`config.mk`:
```
export PLATFORM = sky130hd
export DESIGN_NAME = lut_gate_pipe
export DESIGN_NICKNAME = d
export VERILOG_FILES = /design/src/rtl/lut_gate_pkg.sv /design/src/rtl/lut2_eval.sv /design/src/rtl/lut_gate_pipe.sv
export SDC_FILE = /design/constraint.sdc
export NUM_CORES = 1
export LEC_CHECK = 0
export BUFFER_PORTS_ARGS = -buffer_cell sky130_fd_sc_hd__buf_4
export CORE_ASPECT_RATIO = 1.2
export CORE_UTILIZATION = 55
export CTS_BUF_LIST = sky130_fd_sc_hd__clkbuf_8
export DETAILED_ROUTE_END_ITERATION = 8
export PLACE_DENSITY = 0.76
export RECOVER_POWER = 25
export SLEW_MARGIN = 20
export SYNTH_ARGS = -nofsm -noshare
export SYNTH_HDL_FRONTEND = slang
export SYNTH_SLANG_ARGS = --single-unit
```
`constraint.sdc`:
```
create_clock -name clk -period 1.9 [get_ports clk]
set_input_delay 0 -clock clk [delete_from_list [all_inputs] [get_ports clk]]
set_output_delay 0 -clock clk [all_outputs]
set_load 0.02 [all_outputs]
```
`src/rtl/lut_gate_pkg.sv`:
```
// Shared types, config selectors and the combine helper for lut_gate_pipe.
// One combine function keeps the stage-2 operator table in a single place.
package lut_gate_pkg;

  typedef enum logic [1:0] {
    XOR_OA = 2'd0,
    OR     = 2'd1,
    AND    = 2'd2,
    XNOR   = 2'd3
  } combine_mode_e;

  localparam logic [1:0] CFG_LUT_A = 2'd0;
  localparam logic [1:0] CFG_LUT_B = 2'd1;
  localparam logic [1:0] CFG_MODE  = 2'd2;
  localparam logic [1:0] CFG_CLR   = 2'd3;

  function automatic logic combine(
    input combine_mode_e m,
    input logic          a,
    input logic          b
  );
    logic r;
    r = 1'b0;
    case (m)
      XOR_OA:  r = (a | b) ^ (a & b);
      OR:      r = a | b;
      AND:     r = a & b;
      XNOR:    r = ~(a ^ b);
      default: r = 1'b0;
    endcase
    return r;
  endfunction

endpackage

```
`src/rtl/lut2_eval.sv`:
```
// Two-input programmable function: the truth table is indexed by {x,y}.
// Purely combinational; the top instantiates one per function per channel.
module lut2_eval (
  input  logic [3:0] i_lut,
  input  logic       i_x,
  input  logic       i_y,
  output logic       o_f
);

  logic [1:0] w_idx;

  assign w_idx = {i_x, i_y};
  assign o_f   = i_lut[w_idx];

endmodule

```
`src/rtl/lut_gate_pipe.sv`:
```
// N_CH-channel two-stage LUT gate pipeline with valid/ready flow control.
// Stage 1 holds a/b plus a mode snapshot; stage 2 holds the combined result.
module lut_gate_pipe
  import lut_gate_pkg::*;
#(
  parameter int         N_CH  = 4,
  parameter logic [3:0] LUT_A = 4'b0100,
  parameter logic [3:0] LUT_B = 4'b1001,
  parameter int         CNT_W = 16
) (
  input  logic             clk,
  input  logic             areset,
  input  logic             in_valid,
  output logic             in_ready,
  input  logic [N_CH-1:0]  in_x,
  input  logic [N_CH-1:0]  in_y,
  input  logic             cfg_we,
  input  logic [1:0]       cfg_sel,
  input  logic [3:0]       cfg_data,
  output logic             out_valid,
  input  logic             out_ready,
  output logic [N_CH-1:0]  out_z,
  output logic [CNT_W-1:0] beat_count
);

  localparam logic [CNT_W-1:0] CNT_MAX = '1;

  logic [3:0]      r_lut_a;
  logic [3:0]      r_lut_b;
  combine_mode_e   r_mode;

  logic            r_v1;
  logic [N_CH-1:0] r_a;
  logic [N_CH-1:0] r_b;
  combine_mode_e   r_mode1;

  logic            r_v2;
  logic [N_CH-1:0] r_z;

  logic [CNT_W-1:0] r_cnt;

  logic            w_adv1;
  logic            w_adv2;
  logic            w_accept;
  logic            w_deliver;
  logic            w_clr;
  logic [N_CH-1:0] w_a;
  logic [N_CH-1:0] w_b;
  logic [N_CH-1:0] w_z;

  assign w_adv2    = out_ready | ~r_v2;
  assign w_adv1    = w_adv2 | ~r_v1;
  assign w_accept  = in_valid & w_adv1;
  assign w_deliver = r_v2 & out_ready;
  assign w_clr     = cfg_we & (cfg_sel == CFG_CLR);

  assign in_ready   = w_adv1;
  assign out_valid  = r_v2;
  assign out_z      = r_z;
  assign beat_count = r_cnt;

  for (genvar i = 0; i < N_CH; i++) begin : g_ch
    lut2_eval u_fa (
      .i_lut (r_lut_a),
      .i_x   (in_x[i]),
      .i_y   (in_y[i]),
      .o_f   (w_a[i])
    );
    lut2_eval u_fb (
      .i_lut (r_lut_b),
      .i_x   (in_x[i]),
      .i_y   (in_y[i]),
      .o_f   (w_b[i])
    );
    assign w_z[i] = combine(r_mode1, r_a[i], r_b[i]);
  end

  // Config registers; a beat accepted on the write edge still sees old values.
  always_ff @(posedge clk or posedge areset) begin
    if (areset) begin
      r_lut_a <= LUT_A;
      r_lut_b <= LUT_B;
      r_mode  <= XOR_OA;
    end else if (cfg_we) begin
      case (cfg_sel)
        CFG_LUT_A: r_lut_a <= cfg_data;
        CFG_LUT_B: r_lut_b <= cfg_data;
        CFG_MODE:  r_mode  <= combine_mode_e'(cfg_data[1:0]);
        default:   ;
      endcase
    end
  end

  // Stage 1: evaluate both functions and snapshot the mode on accept.
  always_ff @(posedge clk or posedge areset) begin
    if (areset) begin
      r_v1    <= 1'b0;
      r_a     <= '0;
      r_b     <= '0;
      r_mode1 <= XOR_OA;
    end else if (w_adv1) begin
      r_v1 <= in_valid;
      if (w_accept) begin
        r_a     <= w_a;
        r_b     <= w_b;
        r_mode1 <= r_mode;
      end
    end
  end

  // Stage 2: combine; result is frozen while the consumer stalls.
  always_ff @(posedge clk or posedge areset) begin
    if (areset) begin
      r_v2 <= 1'b0;
      r_z  <= '0;
    end else if (w_adv2) begin
      r_v2 <= r_v1;
      if (r_v1) begin
        r_z <= w_z;
      end
    end
  end

  // Saturating delivered-beat counter; a clear wins over a same-edge delivery.
  always_ff @(posedge clk or posedge areset) begin
    if (areset) begin
      r_cnt <= '0;
    end else if (w_clr) begin
      r_cnt <= '0;
    end else if (w_deliver && (r_cnt != CNT_MAX)) begin
      r_cnt <= r_cnt + 1'b1;
    end
  end

endmodule
```
== Word-level counts from Yosys, hierarchy flattened ==
Cells that the tools add are included.

* Register bits after elaboration: 42
* Input bits: 19
* Output and inout port bits: 22
* Word-level logic and storage cells: 80

* Add/subtract/negate cells: 1
* $lt $le $gt $ge: 4
* Equal/unequal tests: 7
* Mux-type cells: 22
* Bitwise operators: 27
* Reductions and logical operators: 9

{| class="wikitable"
|+ Operators with widths
! kind !! count
|-
| two-way mux 16 bit || 2
|-
| adder 16 x 1 -> 16 bit (second input constant) || 1
|-
| binary-select mux 1 bit (select 2 bit) || 8
|-
| != test 16 bit (second input constant) || 1
|-
| one-hot mux 1 bit (4 select lines) || 4
|-
| < comparator 2 x 3 -> 1 bit (second input constant) || 4
|-
| AND reduction 2 bit || 5
|-
| equality test 2 bit (second input constant) || 4
|-
| two-way mux 1 bit || 8
|-
| XOR 1 bit || 8
|-
| AND 1 bit || 7
|-
| NOT 1 bit || 6
|-
| OR 1 bit || 6
|-
| equality test 2 x 1 -> 1 bit (second input constant) || 2
|-
| zero test 2 bit || 2
|-
| nonzero test 2 bit || 1
|-
| logical AND 1 bit || 1
|}

== Longest topological paths before layout ==
Gate-level depths: netlist of the first run.

* Word-level depth: 5
* Mapped depth: 6

== Hierarchy ==
A second synthesis of the first run with hierarchy kept.

* Cells, all modules: 214
* Area, all modules: 2,359.8 µm²

{| class="wikitable"
|+ Modules (own cells, without submodules)
! module !! instances !! cells each !! area each (µm²) !! sequential area each (µm²)
|-
| lut_gate_pipe || 1 || 206 || 2,179.6 || 1,054.8
|-
| lut2_eval || 8 || 1 || 22.5 || 0.0
|}

== Worst setup path after synthesis of the first run ==
OpenSTA, ideal clock, no wires.

* Path type: register -> register
* From: register r_cnt[0], in the netlist beat_count[0]
* To: register r_cnt[3], in the netlist beat_count[3]
* Setup time: 0.078 ns
* Data arrival time: 1.702 ns
* Data required time: 1.822 ns
* Path slack: 0.120 ns
* Cell stages (with the launch flop): 7
* Path buffers: 1
* Period minus slack after synthesis: 1.780 ns
* Cells stage by stage: dfrtp_1 -> ha_1 -> and3_1 -> and4_1 -> buf_2 -> or3_1 -> a21oi_1

* Word-level cells in the longest chain between the ends: 3
* Elaborated cells on any way between the ends: 6
* Those cells by class: add/sub (1); eq/ne (1); mux (2); reduce/logical (2)

{| class="wikitable"
|+ RTL lines
! what !! RTL line !! source
|-
| from (decl) || lut_gate_pipe.sv:40 || <nowiki>logic [CNT_W-1:0] r_cnt;</nowiki>
|-
| from (signal assigned) || lut_gate_pipe.sv:131 || <nowiki>r_cnt <= r_cnt + 1'b1;</nowiki>
|-
| adder 16 x 1 -> 16 bit / != test 16 bit (equally long branches) || lut_gate_pipe.sv:131, lut_gate_pipe.sv:130 ||
|-
| two-way mux 16 bit / logical AND 1 bit (equally long branches) || lut_gate_pipe.sv:130 || <nowiki>end else if (w_deliver && (r_cnt != CNT_MAX)) begin</nowiki>
|-
| two-way mux 16 bit / nonzero test 2 bit (equally long branches) || n/a ||
|}

Parallel ways exist; a longest one is shown, timed or not. The select of a mux whose other input is x is not followed.
A chain may end at the register's enable or synchronous reset.

== Worst setup path after layout of the first run ==
* From: register r_cnt[1], in the netlist beat_count[1]
* To: register r_cnt[5], in the netlist beat_count[5]

Same word-level chain as after synthesis.

==> results of run 1 <==
## logic make-up after synthesis
kind of cell | count (synthesis) | synth area share
AND/OR/NAND/NOR | 65 | 0.170
AO/OA/AOI/OAI | 45 | 0.116
flip-flops | 42 | 0.452
multiplexers | 30 | 0.182
buffers and inverters | 19 | 0.0311
adder cells (fa/ha/maj) | 9 | 0.0482
## worst max-delay path, stage by stage (launching register included)
cell and delay, ns:
dfrtp_1 0.42, ha_1 0.24, and3_1 0.20, and4_4 0.24, or4_1 0.46, a21oi_1 0.15
## power groups by stage
stage | clock (mW) | sequential (mW) | combinational [mW]
2_1_floorplan | 0 | 1.31 | 0.515
3_3_place_gp | 0 | 1.27 | 0.814
3_5_place_dp | 0 | 1.28 | 0.844
4_1_cts | 0.713 | 1.26 | 0.861
5_1_grt | 0.741 | 1.29 | 0.951
6_report | 0.693 | 1.26 | 0.852
## synthesized netlist by cell type, drive strengths merged
| cell type | n |
|---|---|
| a211oi | 4 |
| a21oi | 19 |
| a31oi | 2 |
| a41o | 1 |
| and2 | 1 |
| and3 | 3 |
| and4 | 6 |
| buf | 2 |
| clkbuf | 4 |
| dfrtp | 39 |
| dfstp | 3 |
| ha | 9 |
| inv | 13 |
| mux2 | 20 |
| mux2i | 2 |
| mux4 | 8 |
| nand2 | 16 |
| nand2b | 3 |
| nand3 | 6 |
| nand3b | 3 |
| nand4 | 4 |
| nor2 | 8 |
| nor3b | 1 |
| nor4 | 1 |
| o211ai | 2 |
| o21ai | 8 |
| o31ai | 8 |
| o41ai | 1 |
| or2 | 1 |
| or3 | 6 |
| or4 | 6 |
## cell type report
type | instances | share of cell area
Sequential cell | 42 | 0.363
Timing Repair Buffer | 54 | 0.143
Clock buffer | 5 | 0.0237
Inverter | 13 | 0.0168
Multi-Input combinational cell | 149 | 0.417
Tap cell | 54 | 0.0233
Clock inverter | 3 | 0.0138
## timing repair
action,CTS,global route
endpoints found under the setup margin,0,2
resized for setup,0,2
hold buffers,6,0
hold endpoints to repair,50,0
## registers in the layout (all words and copies together), names as in the netlist
| name | flops |
|---|---|
| r_v1 | 1 |
| beat_count | 16 |
| r_b | 4 |
| r_a | 4 |
| out_z | 4 |
| out_valid | 1 |
| r_mode | 2 |
| r_lut_a | 4 |
| r_mode1 | 2 |
| r_lut_b | 4 |
## metal layers
| layer | GRT usage | up-vias |
|---|---|---|
| met2 | 0.396 | 50 |
| met1 | 0.296 | 922 |
| li1 | - | 904 |
| met3 | 0.0616 | 7 |
| met5 | 0 | - |
| met4 | 0.0889 | 0 |
## worst min-delay path by stage
stage | endpoint | depth (start not counted)
after floorplan | r_v1$_DFFE_PP0P_ | 1
after global placement | beat_count[3]$_DFFE_PP0P_ | 3
after detailed placement | beat_count[3]$_DFFE_PP0P_ | 3
after CTS | out_valid$_DFFE_PP0P_ | 3
after global routing | out_valid$_DFFE_PP0P_ | 3
final | out_valid$_DFFE_PP0P_ | 3
==> metrics.cfg, run 1 <==
[status]
status = finished, final reports clean

[timing]
setup_viol = 0
rsz0062_at_grt = false
fin_crit_ns = 1.78
finalClockSkew_ns = 0.00403
hold_ws_ns = 0.0423
max_freq_mhz = 562
max_slew.worst_pin.slew_ns = 1.02
fin_crit_sh = 0.936
slew_violations = 0
hold_violations = 0
setup-tns-final_ns = 0
timing.final.ws_setup_ns = 0.122
slew_headroom = 0.319

[setup_path]
critPathCaptureType = register
endpoint = beat_count[5]$_DFFE_PP0P_
required_ns = 2.12
reg2reg_depth = 5
r2r-end = beat_count[5]$_DFFE_PP0P_
critical_path_class = reg2reg
cp-start-kind = register
r2r_start = beat_count[1]$_DFFE_PP0P_
worst-path-max-fanout = 12
ff2ff_setup_slack_ns = 0.12
startpoint = beat_count[1]$_DFFE_PP0P_
worstPathArrival_ns = 2.00

[place]
dp.cells = 306
hpwl_um = 3420
gp_congestion = 0.785
port_buffers = 40
pre_cts_slack_ns = 0.0494
place_area_um2 = 2740

[layout]
finalNetCount = 293
utilization = 0.725
final_cells = 320
fin_area_um2 = 2900
layout-drive-gt1-share = 0.342
multi_input_area_um2 = 1210
area_delta_synth_final_pct = 24.4
layout_common_cells = buf_4, dfrtp_1, mux2_2
layout_commonest_cell = buf_4
regArea_um2 = 1050
diodes = 0
fill_cells = 327

[synth]
synthTopCellsByArea = dfrtp_1, mux2_2, mux4_2, ha_1, a21oi_1
synth.cell_area_um2 = 2330
avgSynthCellArea_um2 = 11.1
yosys_warnings = 0
synth_cell_type_count = 35
synth_top_cell_by_area = dfrtp_1
synth_top_area_share = 0.418
syn_inst = 210
seq_area_frac_synth = 0.452
ys_seq_elements = 42
syn_nets = 238

[global_route]
antenna_found_initial = 0
grt_max_degree = 43
grt_pass1_vias = 1719
grt_pass1_wl_um = 7840
overflow = 0
grt_use_total = 0.238

[clocking]
insertion_delay_ns = 0.29
cts_setup_buffers = 0
root_buffer = clkbuf_8
clk_path_buf_depth = 2
clkSinkCount = 42
clk_pin_slew_ns = 0.08
cts_max_level = 2
tritoncts = built
numCtsBuffers = 5

[die]
die_height_um = 73.4
dieArea_um2 = 4510
boundaryPins = 41
num_rows = 25
dieWidth_um = 61.5
initial_utilization = 0.583
core_um2 = 4000

[detailed_routing]
drc = 0
detail_route.vias_per_cell = 5.88
wl_met3_um = 212
wl_um = 4730
routedWlPerCell_um = 14.8
ant_nets = 0
vias = 1883
m1WireLength_um = 2050
top_layer = met4
met2WireLength_um = 2400
first_iter_violations = 67
dr.pass1.iters = 4

[pwr]
power.internal_mw = 1.92
p_clk_frac = 0.247
ir_drop_v = 0.000563
seq_power_share = 0.449
combPwrFrac = 0.304
total_power_mw = 2.80
power_leakage_nw = 1.31
sw_frac_of_total = 0.314
p_per_area_nw_per_um2 = 965
p_sw_mw = 0.881

[worst_hold_path]
hold_path.startpoint = out_ready
hp-class = in2reg

[run]
maxCapViolCount = 0

No activity file was read; power rests on OpenSTA's default activity.
==> run 2, diff against run 1 <==
- BUFFER_PORTS_ARGS: -buffer_cell sky130_fd_sc_hd__buf_4 -> -buffer_cell sky130_fd_sc_hd__buf_2
- RECOVER_POWER: 25 -> 100
==> run 2 against run 1 <==
Global-route usage is 1.2 points lower. Hold slack gained 0.017 ns. Sequential power is essentially flat. Cell count fell by 0.94%. Fmax grew 0.22%. Combinational power shrank 9.5%. Clock skew up 0.0022 ns. Wire length is 4.7% lower. Cell area is 5.7% lower. First-iteration DRC count is 48% higher. Via count shrank 3.9%. Power decreased by 6.9%. Largest power group unchanged.
==> metrics.cfg, run 2 (same netlist as run 1, synthesis figures left out) <==
[status]
status = finished, final reports clean

[clocking]
tritoncts = built
insertion_delay_ns = 0.29  ; about the same
root_buffer = clkbuf_8
numCtsBuffers = 5  ; unchanged
clkSinkCount = 42  ; unchanged
clk_pin_slew_ns = 0.08  ; about the same
clk_path_buf_depth = 2  ; unchanged
cts_max_level = 2  ; unchanged

[timing]
fin_crit_sh = 0.934  ; -0.00208
slew_headroom = 0.320  ; +0.000667
fin_crit_ns = 1.77  ; -0.00396 ns
rsz0062_at_grt = false
timing.final.ws_setup_ns = 0.126  ; +0.00396 ns
slew_violations = 0  ; unchanged
setup_viol = 0  ; unchanged
max_slew.worst_pin.slew_ns = 1.02  ; -0.00100 ns
setup-tns-final_ns = 0  ; unchanged
max_freq_mhz = 564  ; +0.22%
finalClockSkew_ns = 0.00625  ; +0.00222 ns
hold_violations = 0  ; unchanged

[setup_path]
cp-start-kind = register
crit_path_top_delay_cell = dfrtp_1
critical_path_class = reg2reg
path_buf_inv = 1  ; +1
required_ns = 2.11  ; about the same
path_cells = ha_1 -> buf_4 -> and4_1 -> nand3_2 -> or3_1 -> a21oi_1
critPathCaptureType = register
reg2reg_depth = 6  ; +1
r2r_start = beat_count[0]$_DFFE_PP0P_
worst-path-max-fanout = 8  ; -4
critical-path-top-delay-family = simple AND/OR/NAND/NOR gates
ff2ff_setup_slack_ns = 0.13  ; about the same
r2r-end = beat_count[10]$_DFFE_PP0P_
worstPathArrival_ns = 1.99  ; about the same
critPathMaxStageDelay_ns = 0.41  ; -0.05 ns

[global_route]
overflow = 0  ; unchanged
grt_use_total = 0.226  ; -0.0122
grt_pass1_wl_um = 7490  ; -4.5%
grt_max_degree = 43  ; unchanged
grt_pass1_vias = 1664  ; -3.2%
antenna_found_initial = 0  ; unchanged

[worst_hold_path]
hp-class = in2reg
hold_path.startpoint = out_ready
min_path_cells = 3  ; unchanged
holdPathEnd = out_valid$_DFFE_PP0P_

[die]
dieArea_um2 = 4510  ; unchanged
dieWidth_um = 61.5  ; unchanged
num_rows = 25  ; unchanged
initial_utilization = 0.583  ; unchanged
core_um2 = 4000  ; unchanged
die_height_um = 73.4  ; unchanged
boundaryPins = 41  ; unchanged

[detailed_routing]
vias = 1810  ; -3.9%
drc = 0  ; unchanged
ant_nets = 0  ; unchanged
detail_route.vias_per_cell = 5.71  ; -3.0%
wl_um = 4510  ; -4.7%
dr.pass1.iters = 4  ; unchanged
first_iter_violations = 99  ; +48%
routedWlPerCell_um = 14.2  ; -3.8%

[layout]
largest_reg_flops = 16  ; unchanged
area_delta_synth_final_pct = 17.3
layout_common_cells = dfrtp_1, clkbuf_1, mux2_2
finalNetCount = 290  ; -1.0%
utilization = 0.684  ; -0.0416
layout-drive-gt1-share = 0.243  ; -0.0988
diodes = 0  ; unchanged
fill_cells = 350  ; +7.0%
layout_commonest_cell = dfrtp_1
fin_area_um2 = 2740  ; -5.7%

[pwr]
total_power_mw = 2.61  ; -6.9%
ir_drop_v = 0.000528  ; -6.3%
power_leakage_nw = 1.19  ; -9.4%
p_per_area_nw_per_um2 = 953  ; -1.3%

[place]
place_area_um2 = 2620  ; -4.5%
port_buffers = 40  ; unchanged
gp_congestion = 0.772  ; -1.6%
pre_cts_slack_ns = 0.0638  ; +0.0145 ns
hpwl_um = 3230  ; -5.5%

[run]
maxCapViolCount = 0  ; unchanged

## run 2: cell count changes in the layout (fill, tap and decap cells not counted), sizes merged
cell / change
buf: -24
bufinv: -1
clkbuf: +22
clkinv: -2
inv: +2
## run 2: report_power, final
part	total, mW	switching (mW)	internal [mW]
sequential	1.26	0.182	1.08
combinational	0.771	0.396	0.375
clock	0.574	0.288	0.286
total	2.61	0.867	1.74
## run 2: area by class of cell
type,count,area (um^2),area share
Timing Repair Buffer,51,267,0.0973
Sequential cell,42,1050,0.385
Clock buffer,6,82.6,0.0302
Inverter,13,48.8,0.0178
Clock inverter,2,7.51,0.00274
Tap cell,54,67.6,0.0247
Multi-Input combinational cell,149,1210,0.442
## run 2: worst register-to-register path, delay by kind of cell, from the launching register on
kind	cells	cell delay, ns
and+or+nand+nor	3	0.82
DFF	1	0.41
adders and majority gates	1	0.19
AOI/OAI and AO/OA	1	0.17
buffers and inverters	1	0.12
## run 2: worst max-delay path by stage
| stage | slack [ns] | startpoint | depth (start not counted) | end |
|---|---|---|---|---|
| CTS | 0.03 | beat_count[0]$_DFFE_PP0P_ | 5 | beat_count[5]$_DFFE_PP0P_ |
| floorplan | 0.12 | beat_count[0]$_DFFE_PP0P_ | 6 | beat_count[3]$_DFFE_PP0P_ |
| global placement | 0.12 | beat_count[0]$_DFFE_PP0P_ | 5 | beat_count[5]$_DFFE_PP0P_ |
| detailed placement | 0.06 | beat_count[0]$_DFFE_PP0P_ | 5 | beat_count[5]$_DFFE_PP0P_ |
| finish | 0.13 | beat_count[0]$_DFFE_PP0P_ | 6 | beat_count[10]$_DFFE_PP0P_ |
| global route | 0.01 | beat_count[0]$_DFFE_PP0P_ | 6 | beat_count[10]$_DFFE_PP0P_ |
## run 2: metrics by stage
stage | hold WS [ns] | std cells
2_1_floorplan | 0.108 | 210
3_3_place_gp | 0.152 | 303
3_5_place_dp | 0.162 | 303
4_1_cts | 0.0511 | 317
5_1_grt | 0.112 | 317
6_report | 0.0590 | 317
## run 2: timing repair
action	4_1_cts	5_1_grt
setup buffers	0	0
gates resized for setup	0	2
setup endpoints to repair	0	1
hold endpoints to repair	49	0
hold buffers	6	0
## run 2: per-layer routing
metal	track usage	vias up	wire, um
met5	0	-	0
met4	0.0840	0	70
met3	0.0599	9	201
met2	0.359	44	2220
met1	0.296	866	2020
li1	-	891	-
